## src/rtl/btn_debounce.sv

```systemverilog
// Push-button conditioner: per channel a 2-FF synchroniser, debounce FSM and press/release pulses.
// Optional auto-repeat on held buttons is built when BTN_DEBOUNCE_AUTOREPEAT_EN is defined.
module btn_debounce #(
  parameter int NUM_BTN         = 7,
  parameter int DEBOUNCE_CYCLES = 250000,
  parameter int REPEAT_DELAY    = 12500000,
  parameter int REPEAT_PERIOD   = 2500000
) (
  input  logic               i_clk,
  input  logic               i_rst,
  input  logic [NUM_BTN-1:0] i_btn,
  output logic [NUM_BTN-1:0] o_level,
  output logic [NUM_BTN-1:0] o_press,
  output logic [NUM_BTN-1:0] o_release
);

  localparam int CNT_W = $clog2(DEBOUNCE_CYCLES + 1);
  localparam logic [CNT_W-1:0] CNT_ONE  = CNT_W'(1);
  localparam logic [CNT_W-1:0] CNT_LAST = CNT_W'(DEBOUNCE_CYCLES - 1);

  typedef enum logic {
    ST_STABLE   = 1'b0,
    ST_COUNTING = 1'b1
  } state_t;

  if (DEBOUNCE_CYCLES < 1 || REPEAT_DELAY < 1 || REPEAT_PERIOD < 1) begin : g_bad_cfg
    $error("btn_debounce: DEBOUNCE_CYCLES, REPEAT_DELAY and REPEAT_PERIOD must be >= 1");
  end

  logic [NUM_BTN-1:0] btn_p0;
  logic [NUM_BTN-1:0] btn_p1;

  // Stage p0/p1: two-flop synchroniser for the asynchronous pins
  always_ff @(posedge i_clk) begin
    if (i_rst) begin
      btn_p0 <= '0;
      btn_p1 <= '0;
    end else begin
      btn_p0 <= i_btn;
      btn_p1 <= btn_p0;
    end
  end

  for (genvar g = 0; g < NUM_BTN; g++) begin : g_ch
    state_t           state_q, state_d;
    logic [CNT_W-1:0] cnt_q, cnt_d;
    logic             level_q, level_d;
    logic             press_q, press_d;
    logic             rel_q, rel_d;
    logic             accept;
    logic             rep_fire;

    // The counter holds how many consecutive cycles btn_p1 has disagreed with the
    // accepted level; the edge that would make it DEBOUNCE_CYCLES is the accept edge.
    always_comb begin
      state_d = state_q;
      cnt_d   = cnt_q;
      accept  = 1'b0;
      unique case (state_q)
        ST_STABLE: begin
          if (btn_p1[g] != level_q) begin
            if (DEBOUNCE_CYCLES == 1) begin
              accept = 1'b1;
            end else begin
              state_d = ST_COUNTING;
              cnt_d   = CNT_ONE;
            end
          end
        end
        ST_COUNTING: begin
          if (btn_p1[g] == level_q) begin
            state_d = ST_STABLE;
            cnt_d   = '0;
          end else if (cnt_q == CNT_LAST) begin
            accept  = 1'b1;
            state_d = ST_STABLE;
            cnt_d   = '0;
          end else begin
            cnt_d = cnt_q + CNT_ONE;
          end
        end
        default: begin
          state_d = ST_STABLE;
          cnt_d   = '0;
        end
      endcase
    end

`ifdef BTN_DEBOUNCE_AUTOREPEAT_EN
    localparam int REP_MAX = (REPEAT_DELAY > REPEAT_PERIOD) ? REPEAT_DELAY : REPEAT_PERIOD;
    localparam int REP_W   = $clog2(REP_MAX + 1);
    localparam logic [REP_W-1:0] REP_ONE      = REP_W'(1);
    localparam logic [REP_W-1:0] REP_DLY_LAST = REP_W'(REPEAT_DELAY - 1);
    localparam logic [REP_W-1:0] REP_PER_LAST = REP_W'(REPEAT_PERIOD - 1);

    logic [REP_W-1:0] rep_q, rep_d;
    logic             armed_q, armed_d;

    // First repeat after REPEAT_DELAY, then every REPEAT_PERIOD once armed
    always_comb begin
      rep_d    = rep_q;
      armed_d  = armed_q;
      rep_fire = 1'b0;
      if (accept || !level_q) begin
        rep_d   = '0;
        armed_d = 1'b0;
      end else if (rep_q == (armed_q ? REP_PER_LAST : REP_DLY_LAST)) begin
        rep_fire = 1'b1;
        rep_d    = '0;
        armed_d  = 1'b1;
      end else begin
        rep_d = rep_q + REP_ONE;
      end
    end

    always_ff @(posedge i_clk) begin
      if (i_rst) begin
        rep_q   <= '0;
        armed_q <= 1'b0;
      end else begin
        rep_q   <= rep_d;
        armed_q <= armed_d;
      end
    end
`else
    assign rep_fire = 1'b0;
`endif

    always_comb begin
      level_d = level_q;
      press_d = 1'b0;
      rel_d   = 1'b0;
      if (accept) begin
        level_d = btn_p1[g];
        press_d = btn_p1[g];
        rel_d   = ~btn_p1[g];
      end else if (rep_fire) begin
        press_d = 1'b1;
      end
    end

    // Stage p2: filter state and registered outputs
    always_ff @(posedge i_clk) begin
      if (i_rst) begin
        state_q <= ST_STABLE;
        cnt_q   <= '0;
        level_q <= 1'b0;
        press_q <= 1'b0;
        rel_q   <= 1'b0;
      end else begin
        state_q <= state_d;
        cnt_q   <= cnt_d;
        level_q <= level_d;
        press_q <= press_d;
        rel_q   <= rel_d;
      end
    end

    assign o_level[g]   = level_q;
    assign o_press[g]   = press_q;
    assign o_release[g] = rel_q;
  end

endmodule

```

## config.mk

```make
export PLATFORM = sky130hd
export DESIGN_NAME = btn_debounce
export DESIGN_NICKNAME = d
export VERILOG_FILES = /design/src/rtl/btn_debounce.sv
export SDC_FILE = /design/constraint.sdc
export NUM_CORES = 1
export LEC_CHECK = 0
export ABC_AREA = 1
export BUFFER_PORTS_ARGS = -buffer_cell sky130_fd_sc_hd__buf_4
export CELL_PAD_IN_SITES_DETAIL_PLACEMENT = 1
export CELL_PAD_IN_SITES_GLOBAL_PLACEMENT = 2
export CORE_ASPECT_RATIO = 0.7
export CORE_MARGIN = 10
export CORE_UTILIZATION = 38
export DETAILED_ROUTE_END_ITERATION = 8
export PLACE_DENSITY = 0.83
export REMOVE_ABC_BUFFERS = 1
export SYNTH_ARGS = -nofsm -noshare
export SYNTH_HDL_FRONTEND = slang
export SYNTH_SLANG_ARGS = --single-unit
```

## constraint.sdc

```tcl
create_clock -name i_clk -period 3.3 [get_ports i_clk]
set_input_delay 0.495 -clock i_clk [delete_from_list [all_inputs] [get_ports i_clk]]
set_output_delay 0.495 -clock i_clk [all_outputs]
set_load 0.03 [all_outputs]
```

==> results of run 1 <==
==> power by group through the flow <==
| stage | Clock (mW) | Combinational, mW | Sequential, mW |
|---|---|---|---|
| after global routing | 2.33 | 0.143 | 2.06 |
| after detailed placement | 0 | 0.130 | 2.10 |
| after CTS | 2.26 | 0.130 | 2.06 |
| after global placement | 0 | 0.128 | 2.10 |
| final | 2.19 | 0.126 | 2.06 |
| after floorplan | 0 | 0.0645 | 2.10 |
==> sequential cells by signal (all words and copies together), names as in the netlist <==
register	flops
g_ch.press_q	7
g_ch.state_q	7
btn_p1	7
g_ch.rel_q	7
g_ch.level_q	7
btn_p0	7
g_ch.cnt_q	126
==> layout by cell type, fill, tap and decap left out, drive strengths merged, types with 8 or more instances in the layout <==
cell / count
nand3: 96
clkinv: 8
xnor2: 19
clkbuf: 18
nand2: 416
o21ai: 62
nor3: 17
or2: 11
a21oi: 131
buf: 32
xor2: 19
inv: 167
dfxtp: 168
nor2: 170
nand4: 22
==> critical path: cells and delay by family (launching register included) <==
family          cells  cell delay (ns)
compound gates      3             1.01
flops               1             0.34
simple gates        3             0.22
fa+ha+maj           1             0.24
buf+inv             1             0.05
==> logic make-up (layout without fill, tap and decap cells) <==
| group | after synthesis | after routing | synth area share [%] |
|---|---|---|---|
| compound gates | 208 | 208 | 13.4 |
| buf+inv | 225 | 233 | 11.0 |
| fa+ha+maj | 7 | 7 | 0.948 |
| flops | 168 | 168 | 36.4 |
| simple gates | 733 | 733 | 34.3 |
| xor+xnor | 38 | 38 | 3.93 |
==> routing by layer <==
layer | GRT usage [%] | share of wire (%) | routed length (um) | vias up
met4 | 4.95 | 0.83 | 194 | 0
met3 | 2.94 | 2.6 | 617 | 13
li1 | - | - | - | 4345
met1 | 21.8 | 54 | 12500 | 3850
met5 | 0 | 0 | 0 | -
met2 | 24.3 | 43 | 9940 | 58
==> final cells by class <==
class | count | area share, %
Multi-Input combinational cell | 986 | 47.9
Sequential cell | 168 | 33.1
Inverter | 169 | 6.40
Clock buffer | 18 | 4.23
Tap cell | 318 | 3.92
Timing Repair Buffer | 32 | 2.49
Clock inverter | 14 | 1.92
==> worst max-delay path by stage <==
stage	start	endpoint	slack (ns)
floorplan	g_ch[0].level_q$_SDFFE_PP0P_	g_ch[0].cnt_q[11]$_SDFFE_PP0P_	1.72
global placement	g_ch[2].cnt_q[0]$_SDFFE_PP0P_	g_ch[2].cnt_q[15]$_SDFFE_PP0P_	1.42
detailed placement	g_ch[2].cnt_q[0]$_SDFFE_PP0P_	g_ch[2].cnt_q[8]$_SDFFE_PP0P_	1.36
CTS	g_ch[2].cnt_q[0]$_SDFFE_PP0P_	g_ch[2].cnt_q[8]$_SDFFE_PP0P_	1.34
global route	g_ch[3].cnt_q[0]$_SDFFE_PP0P_	g_ch[3].cnt_q[15]$_SDFFE_PP0P_	1.10
finish	g_ch[3].cnt_q[0]$_SDFFE_PP0P_	g_ch[3].cnt_q[15]$_SDFFE_PP0P_	1.38
==> metrics by stage <==
stage | total power, mW | hold slack, ns | instance area, sq um | util (%) | instances
2_1_floorplan | 2.16 | 0.388 | 8870 | - | 1323
3_3_place_gp | 2.23 | 0.389 | 9520 | 40.1 | 1673
3_5_place_dp | 2.23 | 0.400 | 9520 | 40.1 | 1673
4_1_cts | 4.44 | 0.234 | 10100 | 42.7 | 1705
5_1_grt | 4.53 | 0.254 | 10100 | 42.7 | 1705
6_report | 4.37 | 0.257 | 10100 | 42.7 | 1705
==> metrics list, run 1 <==
- Share of layout cells above drive strength 1: 11.9%
* Crit Reg-Reg Endpoint: g_ch[3].cnt_q[15]$_SDFFE_PP0P_
* Power share of the clock group: 50.1%
- Outcome: finished clean
* Number of placed I/O pins: 30
* Fin. max-slew vios: 0
* Slowest stage delay, CP: 0.63 ns
* Portion of the post-synthesis area used by sequential elements: 36.4%
- Last weighted congestion value of the routability-driven placer: 0.748
- Portion of synthesized cell area occupied by the leading cell type: 36.4%
- Area enclosed by the die boundary: 0.0310 sq mm
- The later pin in the worst-skew pair is clocked with a latency of 0.44 ns.
- After detailed routing, the total wire length is 23,300 um.
- Die boundary height: 150 um
* Netlist area before placement: 0.00924 sq mm
- Among all stages on the critical path, the largest delay is contributed by sky130_fd_sc_hd__a21oi_2.
- Via count of the first global-routing pass: 8,329
- In this run the tool buffered the top-level ports with 29 buffer cells.
- Sort of element at the end of the critical path: flip-flop
- The path with the worst hold slack has its endpoint at btn_p0[4]$_SDFF_PP0_.
- For this design the total switching power over the nets is 1.02 mW.
* Hold Crit Class: input pin to flip-flop
* Static Leak: 3.69 nW
- Clock period minus final worst setup slack: 1.92 ns
- Root buffer cell: sky130_fd_sc_hd__clkbuf_16
- The total area inside the core boundary comes to 0.0238 sq mm.
- The Yosys step of the flow raised 0 warnings.
- Leading register cell type out of synthesis: sky130_fd_sc_hd__dfxtp_1
- Net switching is 23.4% of the power.
- Counting flops with an async set or reset pin after synthesis yields a share of 0%.
- In the post-synthesis netlist, the cell with the most instances is sky130_fd_sc_hd__nand2_1.
- Buffers added to address setup during post-CTS repair amount to 0.
* Worst reg2reg startpoint: g_ch[3].cnt_q[0]$_SDFFE_PP0P_
- After global routing the overflow that remains totals 0.
- The initial antenna violation count came to 0.
- Data arrival, critical path: 2.30 ns
- The detail route stage leaves a number of antenna-violating nets equal to 0.
- From synthesis to final layout, the design area changed by 9.82%.
- The worst path meets setup with 1.38 ns of slack.
* DRT iter0 DRCs: 288
* GRT Overall Usage: 15.8%
- Clock transition time at the flip-flop clock pins of the worst setup and hold paths: 0.07 ns
* Clock H-tree levels: 4
- Critical hold path startpoint: i_btn[4]
- Cell internal power was estimated by the tool at 3.35 mW.
* Drt drc: 0
- Gate Count Post-Synth: 1,379
* Vias post-DR: 8,266
- Worst-margin pin slew: 0.821 ns
- sky130_fd_sc_hd__dfxtp_1 takes more of the synthesized area than any other cell.
- Clock tree from TritonCTS: built
- Nets: 1,390
* Yosys reg bits: 168
- Synthesized area per cell: 6.70 sq um
* Worst vdd rail ir drop: 342 uV
- Fin Clk Skew: 0.0105 ns
- Final hold violation count: 0
- The first detailed-routing pass ran for 4 iterations.
- Avg Vias per Cell: 4.85
* Number of clock buffers inserted by TritonCTS: 17
- After synthesis, the netlist uses 40 different library cells.
- Synth top area cells: sky130_fd_sc_hd__dfxtp_1 (36%), sky130_fd_sc_hd__nand2_1 (16%), sky130_fd_sc_hd__inv_1 (6.5%)
- Sequential cell area: 0.00336 sq mm
- Maximum number of pins on one net before global-route repair: 53
* Hold-fix buffer count after cts: 0
* Cells resized by post-CTS repair: 0
* Most numerous cell types in the synthesized netlist: sky130_fd_sc_hd__nand2_1 (393), sky130_fd_sc_hd__dfxtp_1 (168), sky130_fd_sc_hd__inv_1 (159), sky130_fd_sc_hd__nor2_1 (150), sky130_fd_sc_hd__a21oi_1 (99)
- CTS Buffer Depth: 2
- TritonCTS Sinks: 168
- Die Width: 206 um
* Fill cell count: 3,098
- Data required time at the worst endpoint: 3.67 ns
- After detailed routing, the average wire length per cell comes to 13.7 um.
- Setup violations remaining at the end of the flow were counted as 0.
* Final period utilization: 58.3%
* Half-perimeter wire length of the detailed placement result: 16,200 um
- Worst slack after detailed placement: 1.36 ns
* Summed negative setup slack over all endpoints: 0 ns
* Unrepaired setup endpoints after global routing: no
- Counting cells, the worst reg-to-reg path comes to 8.
- Walking the worst path, the cells encountered are ha_1 > nand2_1 > nor2_2 > inv_1 > nor2_1 > a21oi_2 > o21ai_0 > a21oi_1.
- Highest Clock Rate: 0.520 GHz
- Crit start category: flip-flop
- The number of antenna diodes in the final layout is 0.
- The multi-input combinational cells in the finished layout cover a total of 0.00486 sq mm.
- Relative slew slack: 45.2%
- Along the worst path, the maximum fanout reaches 17.
- R2r setup slk: 1.38 ns
* Wire length of the first global-routing pass: 40,900 um
* Depth of the worst hold-timing path: 3
- The initial utilization of the core area, before any placement, comes to 38.9%.
- Count of standard-cell rows: 47
- Number of maximum-capacitance constraint violations: 0
* Relative contribution of sequential cells to total power: 47.1%
* Cell Pwr Density: 431 mW/mm^2
- Counting flops with a built-in enable in the synthesized netlist gives 0.
* Power share of the combinational group: 2.9%
- Startpoint-to-endpoint class of the critical path: flip-flop to flip-flop
(Power assumes the default switching activity.)
==> inputs of run 2 (changes only) <==
--- a/config.mk
+++ b/config.mk
@@ -5,15 +5,15 @@
 export SDC_FILE = /design/constraint.sdc
 export NUM_CORES = 1
 export LEC_CHECK = 0
-export ABC_AREA = 1
+export ABC_AREA = 0
 export BUFFER_PORTS_ARGS = -buffer_cell sky130_fd_sc_hd__buf_4
 export CELL_PAD_IN_SITES_DETAIL_PLACEMENT = 1
 export CELL_PAD_IN_SITES_GLOBAL_PLACEMENT = 2
 export CORE_ASPECT_RATIO = 0.7
 export CORE_MARGIN = 10
-export CORE_UTILIZATION = 38
+export CORE_UTILIZATION = 35
 export DETAILED_ROUTE_END_ITERATION = 8
-export PLACE_DENSITY = 0.83
+export PLACE_DENSITY = 0.75
 export REMOVE_ABC_BUFFERS = 1
 export SYNTH_ARGS = -nofsm -noshare
 export SYNTH_HDL_FRONTEND = slang
==> constraint.sdc (replaced) <==
create_clock -name i_clk -period 1.65 [get_ports i_clk]
set_input_delay 0.2475 -clock i_clk [delete_from_list [all_inputs] [get_ports i_clk]]
set_output_delay 0.2475 -clock i_clk [all_outputs]
set_load 0.03 [all_outputs]
==> run 2 against run 1 <==
Count of clock-buffer cells in the layout up 1. Highest routed layer unchanged. Non-clock buffer count is 299 higher. Synthesized cell count down 28%. The flow now finishes with violations (negative setup slack). Clock power is 84% higher.
==> metrics list, run 2 <==
- Outcome: complete, but fails checks
- Violated checks: negative setup slack
- The number of sinks driven by the clock tree is 168 (unchanged).
- The number of DRC markers in iteration 0 came to 344 (+19%).
- The placeable core region is 0.0235 sq mm (-0.99%).
- The slew of the pin with the lowest slew margin is 0.829 ns (+0.00773 ns).
* Number of port buffers: 29 (unchanged)
- Wire length of the first global-routing pass: 47,500 um (+16%)
- The post-detailed-routing wire length was 29,400 um (+26%).
- Area enclosed by the die boundary: 0.0304 sq mm (-2.0%)
- Number of iterations in the first detailed-routing pass: 4 (unchanged)
- Inserted Diodes: 0 (unchanged)
- Relative slew slack: 44.4% (-0.82 points)
- The distinct cell type count after synthesis is 70 (+75%).
- Among all stages on the critical path, the largest delay is contributed by sky130_fd_sc_hd__or4b_4.
- Unrepaired setup endpoints after global routing: yes
* Synthesized area per cell: 8.40 sq um (+25%)
- Most numerous cell types in the synthesized netlist: sky130_fd_sc_hd__dfxtp_1 (168), sky130_fd_sc_hd__nand2_1 (100), sky130_fd_sc_hd__nor2_1 (79), sky130_fd_sc_hd__a21oi_1 (64), sky130_fd_sc_hd__nand3_1 (62)
* Combined buffer and inverter count along the critical path: 0 (-1)
- The post-CTS clock slew at the launch and capture registers of the worst setup and hold paths came to 0.07 ns (about the same).
- Fin Clk Skew: 0.0103 ns (-0.000163 ns)
* Worst slack after detailed placement: -0.570 ns (-1.93 ns)
- Critical-path cell list: or4b_4 > or4_4 > nor3_4 > o31a_1 > a21oi_1
* Clock period minus final worst setup slack: 1.95 ns (+0.0292 ns)
- The switching share of power came to 25.2% (+1.8 points).
- Worst setup slack after layout: -0.304 ns (-1.68 ns)
- The count of mapped cells out of synthesis came to 990 (-28%).
- Placed cell areas: 0.0105 sq mm (+10%)
* Global-route congestion overflow total: 0 (unchanged)
- Worst vdd rail ir drop: 750 uV (+120%)
- Slowest stage delay, CP: 0.54 ns (-0.09 ns)
- Relative to the synthesized area, the layout overhead comes to 56.6%.
- Last weighted congestion value of the routability-driven placer: 0.794 (+6.1%)
- The worst setup path is captured at a flip-flop.
- The switching power total came to 2.16 mW (+110%).
* Fill cell count: 2,671 (-14%)
- The via count of the first global-routing pass was 9,211 (+11%).
- The final core utilization was 55.3% (+13 points).
- Static Leak: 4.97 nW (+35%)
- Top-count cell post-synth: sky130_fd_sc_hd__dfxtp_1
- Half-perimeter wire length of the detailed placement result: 18,500 um (+14%)
- The share of the cycle needed by the critical path after routing came to 118% (+60 points).
- The post-synthesis sequential area ratio came to 40.5% (+4.0 points).
- The library cell used most frequently in the layout, excluding fill and tap cells, is sky130_fd_sc_hd__buf_4.
- The maximum root-to-sink buffer count was 2 (unchanged).
- Nets: 1,297 (-6.7%)
* Yosys reg bits: 168 (unchanged)
- Antenna violations before repair: 0 (unchanged)
- Family with the most delay on the worst path: simple AND/OR/NAND/NOR gates
- In this run the worst hold path is classified as input pin to flip-flop.
- Synth top area cells: sky130_fd_sc_hd__dfxtp_1 (40%), sky130_fd_sc_hd__nand2_1 (4.5%), sky130_fd_sc_hd__a21oi_1 (3.9%)
- Data arrival, critical path: 2.28 ns (-0.02 ns)
- The number of remaining DRC errors came to 0 (unchanged).
* Share of async-settable or async-resettable flops after synthesis: 0% (unchanged)
* Count of standard-cell rows: 47 (unchanged)
* Register bank with the most flops: g_ch.cnt_q
- The die extent in x is 204 um (-1.0%).
- Highest Clock Rate: 0.512 GHz (-1.5%)
* Avg Vias per Cell: 5.37 (+11%)
* Number of antenna-violating nets in the routed design: 0 (unchanged)
- Maximum number of pins on one net before global-route repair: 18 (-66%)
- The clock share of power is 46.8% (-3.3 points).
- The y dimension of the die was 149 um (-1.0%).
* Startpoint-to-endpoint class of the critical path: flip-flop to flip-flop
* Power share of the combinational group: 5.3% (+2.4 points)
- The starting density of the core was 35.3% (-3.5 points).
- Root buffer cell: sky130_fd_sc_hd__clkbuf_16
- The number of max-cap violations came to 0 (unchanged).
- Summed negative setup slack over all endpoints: -16.70 ns (-16.70 ns)
- The number of max-slew violations in the final report is 0 (unchanged).
- The global router's overall resource usage came to 18.9% (+3.2 points).
- Portion of synthesized cell area occupied by the leading cell type: 40.5% (+4.0 points)
- Largest area contributor in the synthesized netlist: sky130_fd_sc_hd__dfxtp_1
- The insertion delay to the later sink of the worst-skew pair is 0.45 ns (about the same).
* Data required time at the worst endpoint: 1.98 ns (-1.69 ns)
- The total internal power is 6.42 mW (+92%).
* Commonest non-fill, non-tap cells in the layout: sky130_fd_sc_hd__buf_4 (277), sky130_fd_sc_hd__dfxtp_1 (134), sky130_fd_sc_hd__nand2_1 (90)
- Drt wl/cell: 18.3 um (+34%)
- The number of primary I/O pins is 30 (unchanged).
- The area of all placed cells without fillers is 0.0130 sq mm (+28%).
* Smallest hold slack: 0.0115 ns (-0.245 ns)
- The total number of vias is 8,660 (+4.8%).
- Max reg flops: 126 (unchanged)
- Share of layout cells above drive strength 1: 46.1% (+34 points)
* Clock H-tree levels: 4 (unchanged)
* Final hold violation count: 0 (unchanged)
- Critical-path maximum fanout: 5 (-12)
* Count of endpoints failing setup in the final report: 111 (+111)
- The areal power density over the cells came to 659 mW/mm^2 (+53%).
* Clock tree from TritonCTS: built
- Post-synth EDFFs: 0 (unchanged)
- The clock buffer count from CTS came to 17 (unchanged).
* Leading register cell type out of synthesis: sky130_fd_sc_hd__dfxtp_1
- STA classifies the critical path startpoint as a flip-flop.
* Warnings, synthesis: 0 (unchanged)
- Netlist area before placement: 0.00831 sq mm (-10%)
- Relative contribution of sequential cells to total power: 47.9% (+0.8 points)
run 2: cells by family after synthesis:
logic type | Yosys count | synth area share [%]
muxes | 19 | 2.29
xor gates and xnor gates | 28 | 2.95
DFF | 168 | 40.5
AOI/OAI and AO/OA | 233 | 18.1
adders and majority gates | 7 | 1.05
buffers and inverters | 89 | 5.52
and+or+nand+nor | 446 | 29.6
run 2: worst paths after layout:
path	slack [ns]	cells after the start	endpoint	from
max	-0.30	5	g_ch[5].cnt_q[15]$_SDFFE_PP0P_	g_ch[5].cnt_q[11]$_SDFFE_PP0P_
min	0.01	2	btn_p0[6]$_SDFF_PP0_	i_btn[6]
max reg2reg	-0.30	5	g_ch[5].cnt_q[15]$_SDFFE_PP0P_	g_ch[5].cnt_q[11]$_SDFFE_PP0P_
min reg2reg	0.45	1	btn_p1[0]$_SDFF_PP0_	btn_p0[0]$_SDFF_PP0_
run 2: stage by stage:
step	instances	power (mW)
6_report	1612	8.58
5_1_grt	1612	8.89
4_1_cts	1599	8.65
3_5_place_dp	1523	4.58
3_3_place_gp	1523	4.57
2_1_floorplan	928	4.36
run 2: final cells by class:
| type | count | area [sq um] | area share, % |
|---|---|---|---|
| timing repair buffer | 331 | 2820 | 21.7 |
| clock inverter | 13 | 140 | 1.08 |
| inverter | 27 | 101 | 0.779 |
| sequential | 168 | 3410 | 26.2 |
| clock buffer | 19 | 433 | 3.33 |
| multi-input combinational | 736 | 5710 | 43.9 |
| tap | 318 | 398 | 3.06 |
run 2: power groups by stage:
| stage | Sequential [mW] | Clock, mW | Combinational [mW] |
|---|---|---|---|
| 2_1_floorplan | 4.20 | 0 | 0.152 |
| 3_3_place_gp | 4.20 | 0 | 0.374 |
| 3_5_place_dp | 4.20 | 0 | 0.383 |
| 4_1_cts | 4.11 | 4.11 | 0.428 |
| 5_1_grt | 4.11 | 4.28 | 0.496 |
| 6_report | 4.11 | 4.02 | 0.458 |
run 2: timing repair:
action | 4_1_cts | 5_1_grt
buffers inserted | 35 | 18
pin swaps | 115 | 80
resized for setup | 234 | 125
hold buffers | 0 | 0
setup endpoints to repair | 136 | 137
cloned | 10 | 0
run 2: metal layers:
| metal | wire length, um | vias up | part of all wire (%) | global-route usage, % |
|---|---|---|---|---|
| met5 | 0 | - | 0 | 0 |
| met4 | 283 | 0 | 0.96 | 4.95 |
| met3 | 501 | 28 | 1.7 | 2.97 |
| met2 | 14700 | 72 | 50 | 32.3 |
| met1 | 13900 | 4326 | 47 | 24.4 |
| li1 | - | 4234 | - | - |
